`config.mk`:
```
export PLATFORM = sky130hd
export DESIGN_NAME = posit_align_sequencer
export DESIGN_NICKNAME = d
export VERILOG_FILES = /design/src/rtl/posit_align_sequencer.sv
export SDC_FILE = /design/constraint.sdc
export NUM_CORES = 1
export LEC_CHECK = 0
export ABC_AREA = 1
export BUFFER_PORTS_ARGS = -buffer_cell sky130_fd_sc_hd__buf_2
export CORE_MARGIN = 2
export CORE_UTILIZATION = 35
export DETAILED_ROUTE_END_ITERATION = 10
export GPL_ROUTABILITY_DRIVEN = 1
export GPL_TIMING_DRIVEN = 0
export PLACE_DENSITY = 0.54
export SETUP_SLACK_MARGIN = 0.5
export SLEW_MARGIN = 20
export SYNTH_ARGS = -nofsm -noshare
export SYNTH_HDL_FRONTEND = slang
export SYNTH_SLANG_ARGS = --single-unit
export TNS_END_PERCENT = 10
```
`constraint.sdc`:
```
create_clock -name clk -period 5.1 [get_ports clk]
set_clock_uncertainty 0.15 [all_clocks]
set_input_delay 1.02 -clock clk [delete_from_list [all_inputs] [get_ports clk]]
set_output_delay 1.02 -clock clk [all_outputs]
set_load 0.02 [all_outputs]
```
`src/rtl/posit_align_sequencer.sv`:
```
// Posit adder alignment stage: orders two decoded operands, aligns the smaller mantissa
// STEP bits per cycle with sticky collection, then adds or subtracts the aligned mantissas.
module posit_align_sequencer #(
   parameter int unsigned N    = 8,
   parameter int unsigned ES   = 3,
   parameter int unsigned RS   = $clog2(N),
   parameter int unsigned STEP = 2
) (
   input  logic              clk,
   input  logic              reset,
   input  logic              in_valid,
   output logic              in_ready,
   input  logic [N-2:0]      InRemain1,
   input  logic [N-2:0]      InRemain2,
   input  logic              Sign1,
   input  logic              Sign2,
   input  logic [RS:0]       RegimeValue1,
   input  logic [RS:0]       RegimeValue2,
   input  logic [ES-1:0]     Exponent1,
   input  logic [ES-1:0]     Exponent2,
   input  logic [N-ES+2:0]   Mantissa1,
   input  logic [N-ES+2:0]   Mantissa2,
   output logic              out_valid,
   input  logic              out_ready,
   output logic [N-1:0]      E_diff,
   output logic [N-1:0]      Add_Mant,
   output logic              Res_Sign,
   output logic              Sticky
);

   localparam int unsigned MW     = N - ES + 3;
   localparam int unsigned CW     = $clog2(MW + 1);
   localparam int unsigned STEP_C = (STEP < MW) ? STEP : MW;
   localparam int unsigned AW     = (MW > N) ? MW : N;

   typedef enum logic [1:0] {
      StIdle  = 2'd0,
      StAlign = 2'd1,
      StAdd   = 2'd2,
      StDone  = 2'd3
   } state_e;

   state_e          r_state;
   logic            r_in_ready;
   logic            r_out_valid;
   logic [N-1:0]    r_e_diff;
   logic [N-1:0]    r_add_mant;
   logic            r_res_sign;
   logic            r_sticky;
   logic            r_op;
   logic [MW-1:0]   r_lm;
   logic [MW-1:0]   r_sm;
   logic [CW-1:0]   r_remain;

   logic            w_op1_larger;
   logic [RS:0]     w_rv_l;
   logic [RS:0]     w_rv_s;
   logic [ES-1:0]   w_e_l;
   logic [ES-1:0]   w_e_s;
   logic [MW-1:0]   w_m_l;
   logic [MW-1:0]   w_m_s;
   logic            w_sign_l;
   logic [N-1:0]    w_rv_diff;
   logic [N-1:0]    w_ediff;
   logic [CW-1:0]   w_shift;
   logic [CW-1:0]   w_step;
   logic [MW-1:0]   w_lost;
   logic [MW-1:0]   w_sm_next;
   logic [AW-1:0]   w_sum;

   // Operand ordering and exponent difference, evaluated against the live inputs in IDLE.
   always_comb begin
      w_op1_larger = (InRemain1 > InRemain2);
      w_rv_l       = w_op1_larger ? RegimeValue1 : RegimeValue2;
      w_rv_s       = w_op1_larger ? RegimeValue2 : RegimeValue1;
      w_e_l        = w_op1_larger ? Exponent1    : Exponent2;
      w_e_s        = w_op1_larger ? Exponent2    : Exponent1;
      w_m_l        = w_op1_larger ? Mantissa1    : Mantissa2;
      w_m_s        = w_op1_larger ? Mantissa2    : Mantissa1;
      w_sign_l     = w_op1_larger ? Sign1        : Sign2;
      w_rv_diff    = {{(N-RS-1){w_rv_l[RS]}}, w_rv_l} - {{(N-RS-1){w_rv_s[RS]}}, w_rv_s};
      w_ediff      = (w_rv_diff << ES) + N'(w_e_l) - N'(w_e_s);
      w_shift      = (w_ediff >= N'(MW)) ? CW'(MW) : CW'(w_ediff);
   end

   // One alignment step: at most STEP_C bits leave the smaller mantissa per cycle.
   always_comb begin
      w_step    = (r_remain > CW'(STEP_C)) ? CW'(STEP_C) : r_remain;
      w_lost    = r_sm & ~({MW{1'b1}} << w_step);
      w_sm_next = r_sm >> w_step;
      w_sum     = r_op ? (AW'(r_lm) - AW'(r_sm)) : (AW'(r_lm) + AW'(r_sm));
   end

   always_ff @(posedge clk) begin
      if (reset) begin
         r_state     <= StIdle;
         r_in_ready  <= 1'b1;
         r_out_valid <= 1'b0;
         r_e_diff    <= '0;
         r_add_mant  <= '0;
         r_res_sign  <= 1'b0;
         r_sticky    <= 1'b0;
         r_op        <= 1'b0;
         r_lm        <= '0;
         r_sm        <= '0;
         r_remain    <= '0;
      end else begin
         unique case (r_state)
            StIdle: begin
               if (in_valid && r_in_ready) begin
                  r_in_ready <= 1'b0;
                  r_e_diff   <= w_ediff;
                  r_res_sign <= w_sign_l;
                  r_op       <= Sign1 ^ Sign2;
                  r_lm       <= w_m_l;
                  r_sm       <= w_m_s;
                  r_remain   <= w_shift;
                  r_sticky   <= 1'b0;
                  r_state    <= (w_shift == '0) ? StAdd : StAlign;
               end
            end
            StAlign: begin
               r_sm     <= w_sm_next;
               r_sticky <= r_sticky | (|w_lost);
               r_remain <= r_remain - w_step;
               if (r_remain == w_step) begin
                  r_state <= StAdd;
               end
            end
            StAdd: begin
               r_add_mant  <= w_sum[N-1:0];
               r_out_valid <= 1'b1;
               r_state     <= StDone;
            end
            StDone: begin
               if (out_ready) begin
                  r_out_valid <= 1'b0;
                  r_in_ready  <= 1'b1;
                  r_state     <= StIdle;
               end
            end
            default: begin
               r_state    <= StIdle;
               r_in_ready <= 1'b1;
            end
         endcase
      end
   end

   assign in_ready  = r_in_ready;
   assign out_valid = r_out_valid;
   assign E_diff    = r_e_diff;
   assign Add_Mant  = r_add_mant;
   assign Res_Sign  = r_res_sign;
   assign Sticky    = r_sticky;

endmodule

```
==> metrics.md <==
| Metric | Value |
|---|---|
| Die Span Y | `103 microns` |
| Die ar. | `10600 sq um` |
| Initial antenna violation count | `0` |
| Tot GR Track Use | `18.3%` |
| Critical path launch point type | `input pin` |
| FF+latch count, synth | `43` |
| CP max-delay cell | `ha_1` |
| Primary FF master, synth | `dfxtp_1` |
| Crit-path max cell delay | `0.31 ns` |
| I/O Pins | `70` |
| Via/cell ratio | `4.71` |
| Row count | `36` |
| Number of port buffers | `69` |
| Asr flop ratio synth | `0%` |
| WL/cell | `12.3 microns` |
| Fillers | `1093` |
| Vias in the first global route | `3217` |
| Crit path cell chain | `buf_2 -> ha_1 -> nand2_2 -> inv_1 -> a21oi_2 -> nand2_4 -> nand2_4 -> buf_12 -> nand2_1 -> and2_1 -> ha_1 -> nor2_1 -> nand2_1 -> nor2_1 -> nor2_1 -> nand2_1 -> nand2_1 -> inv_2 -> nand2_2 -> nor2_4 -> nand3_1 -> nand2_1 -> nand2_1 -> a21oi_2` |
| RSZ-0062 raised after global routing | `no` |
| HP Class | `flip-flop to flip-flop` |
| Largest area contributor in the netlist | `dfxtp_1` |
| Fin. Hold Viols | `0` |
| Final global-route overflow total | `0` |
| Final WL | `9110 microns` |
| Post-synthesis simple-gate area fraction | `28.3%` |
| Compound-Gate Fraction of Synth Area | `20.4%` |
| PD cells | `532 nW/um^2` |
| Synth Area in XOR/XNOR | `3.83%` |
| Crit end category | `flip-flop` |
| Starting DRT DRC Count | `148` |
| Mapped Avg Cell Area | `6.50 sq um` |
| Slew HR | `51.6%` |
| Hold-fix buffer count after cts | `0` |
| CP top delay family | `simple AND/OR/NAND/NOR gates` |
| Synth Instances | `528` |
| Clock-pin slew on the worst setup and hold paths | `0.08 ns` |
| Largest net degree at the start of global routing | `13` |
| Clock Tree Buf Depth | `2` |
| Sequential share of the synthesized area | `25.1%` |
| Place WS | `1.10 ns` |
| Final net count | `677` |
| Overall power | `0.00214 W` |
| Top post-synthesis cells by count | `inv_1, nand2_1, nor2_1, o21ai_0, dfxtp_1` |
| EDFF count, synth | `0` |
| Setup Total Neg Slack | `0 ns` |
| Worst VDD drop | `177 uV` |
| Worst Setup Slack, final | `1.45 ns` |
| Synth area leaders | `dfxtp_1, inv_1, nand2_1` |
| WP buf/inv | `4` |
| Largest family of logic cells by synthesized area | `simple AND/OR/NAND/NOR gates` |
| Layout cells sized above 1 | `19.3%` |
| Final setup violation count | `0` |
| Die X | `103 microns` |
| Count leader, synth | `inv_1` |
| Worst-path fanout max | `10` |
| Post-Syn Area | `3430 sq um` |
| Min Tclk post-route | `3.65 ns` |
| CTS Sinks | `43` |
| Worst-Skew Late Latency | `0.30 ns` |
| Least-Margin Pin Slew | `0.726 ns` |
| Initial core utilization | `35.6%` |
| Max cap viols | `0` |
| Setup CP Type | `input pin to flip-flop` |
| Final Max Slew Viols | `0` |
| # diodes | `0` |
| H-tree Lvls | `2` |
| Fin crit share | `71.7%` |
| First-pass GRT wire length | `15500 microns` |
| Achievable frequency | `274 MHz` |
| Status | `complete, no violations` |
| Number of distinct library cells after synthesis | `40` |
| DP HPWL | `7320 microns` |
| CTS tree | `yes` |
| Post-synthesis mux area share | `0%` |
| Final GP Congestion | `0.896` |
| Most frequent CP cell | `nand2_1` |
| CP Data Required Time | `5.17 ns` |
| TritonCTS buffer count | `5` |
| Synthesized Nets | `601` |
| Post-synth top area share | `25.1%` |
| DRC errors left | `0` |
| Post-CTS Setup Bufs | `0` |
| DR vias | `3477` |
| CTS root buf | `clkbuf_8` |
| Core footprint | `9640 sq um` |
| Synth Area in Adders | `8.60%` |
| Data arrival, critical path | `3.73 ns` |
| Warnings from Yosys | `0` |
| Resized Gates After CTS | `0` |
| Antenna Nets Post-Route | `0` |
| Layout area overhead | `17.3%` |
| Initial DRT Pass Iterations | `6` |
| P_leak | `2.16 nW` |
-- layout make-up --
cell class / instances / area, sq um / share of cell area [%]
Multi-Input combinational cell: 365 / 2100 / 52.3
Sequential cell: 43 / 861 / 21.4
Inverter: 105 / 394 / 9.79
Timing Repair Buffer: 69 / 345 / 8.57
Tap cell: 133 / 166 / 4.13
Clock buffer: 7 / 76.3 / 1.89
Buffer: 15 / 75.1 / 1.86
Clock inverter: 1 / 5.00 / 0.124
-- worst reg2reg max path, delay by kind of cell, from the launching register on --
kind	cells	cell delay (ns)
flops	1	0.34
buf+inv	4	0.89
fa+ha+maj	1	0.30
compound gates	2	0.52
simple gates	2	0.60
-- cell families after synthesis --
logic type | Yosys count
flops | 43
fa+ha+maj | 23
simple gates | 206
xor+xnor | 15
buf+inv | 120
other cells | 1
compound gates | 120
-- registers in the layout, indices dropped and copies added, names as in the netlist --
register   count
out_valid      1
r_op           1
Sticky         1
in_ready       1
r_remain       4
r_lm           8
r_state        2
r_sm           8
Res_Sign       1
Add_Mant       8
E_diff         8
-- worst paths after layout --
path	from	endpoint	slack [ns]	cells past startpoint
worst max-delay path	InRemain1[6]	r_remain[2]	1.45	24
worst min-delay path	E_diff[7]	E_diff[7]	0.35	2
worst max register to register	r_state[0]	Sticky	2.23	9
worst min register to register	E_diff[7]	E_diff[7]	0.35	2
-- stage by stage --
stage          utilization, %  instances  hold slack, ns  instance area [sq um]
3_3_place_gp             40.9        730           0.326                   3950
6_report                 41.8        738           0.354                   4030
5_1_grt                  41.8        738           0.377                   4030
3_5_place_dp             40.9        730           0.334                   3950
2_1_floorplan               -        528           0.317                   3430
4_1_cts                  41.8        738           0.357                   4030
-- where the power goes --
| part | switching [W] | total [W] | internal (W) |
|---|---|---|---|
| Combinational | 0.000852 | 0.00136 | 0.000512 |
| Sequential | 0.000102 | 0.000562 | 0.000459 |
| Clock | 0.000119 | 0.000216 | 0.0000964 |
| Total | 0.00107 | 0.00214 | 0.00107 |
-- layer usage --
layer  vias to the layer above  GRT usage (%)  wire length, microns
met3                         9           2.44                   404
met2                        62           27.9                  3890
met4                         0           3.64                    98
met5                         -              0                     0
met1                      1562           27.5                  4730
li1                       1844              -                     -
-- placed cells by master (no fill, tap or decap), types with 2 or more instances in the layout --
cell type / netlist / layout
ha_1: 22 / 22
xnor2_1: 2 / 2
or2_2: 3 / 3
inv_1: 103 / 103
o21bai_1: 5 / 5
nand2_2: 14 / 14
nor3_1: 4 / 4
nand3_2: 5 / 5
a21oi_2: 3 / 3
nand2_1: 80 / 80
dfxtp_1: 43 / 43
inv_2: 2 / 2
a221oi_1: 2 / 2
o211ai_1: 13 / 13
o21ai_0: 53 / 53
clkbuf_8: 0 / 5
nor2_1: 59 / 59
clkbuf_1: 12 / 14
nand4_1: 6 / 6
buf_2: 2 / 71
nand3_1: 22 / 22
nor2_2: 2 / 2
nor2_4: 2 / 2
a31oi_1: 9 / 9
a21oi_1: 28 / 28
o221a_2: 2 / 2
xor2_1: 13 / 13
nand2_4: 3 / 3
nand3b_1: 2 / 2
Note: power is estimated with default switching activity, not from simulation.
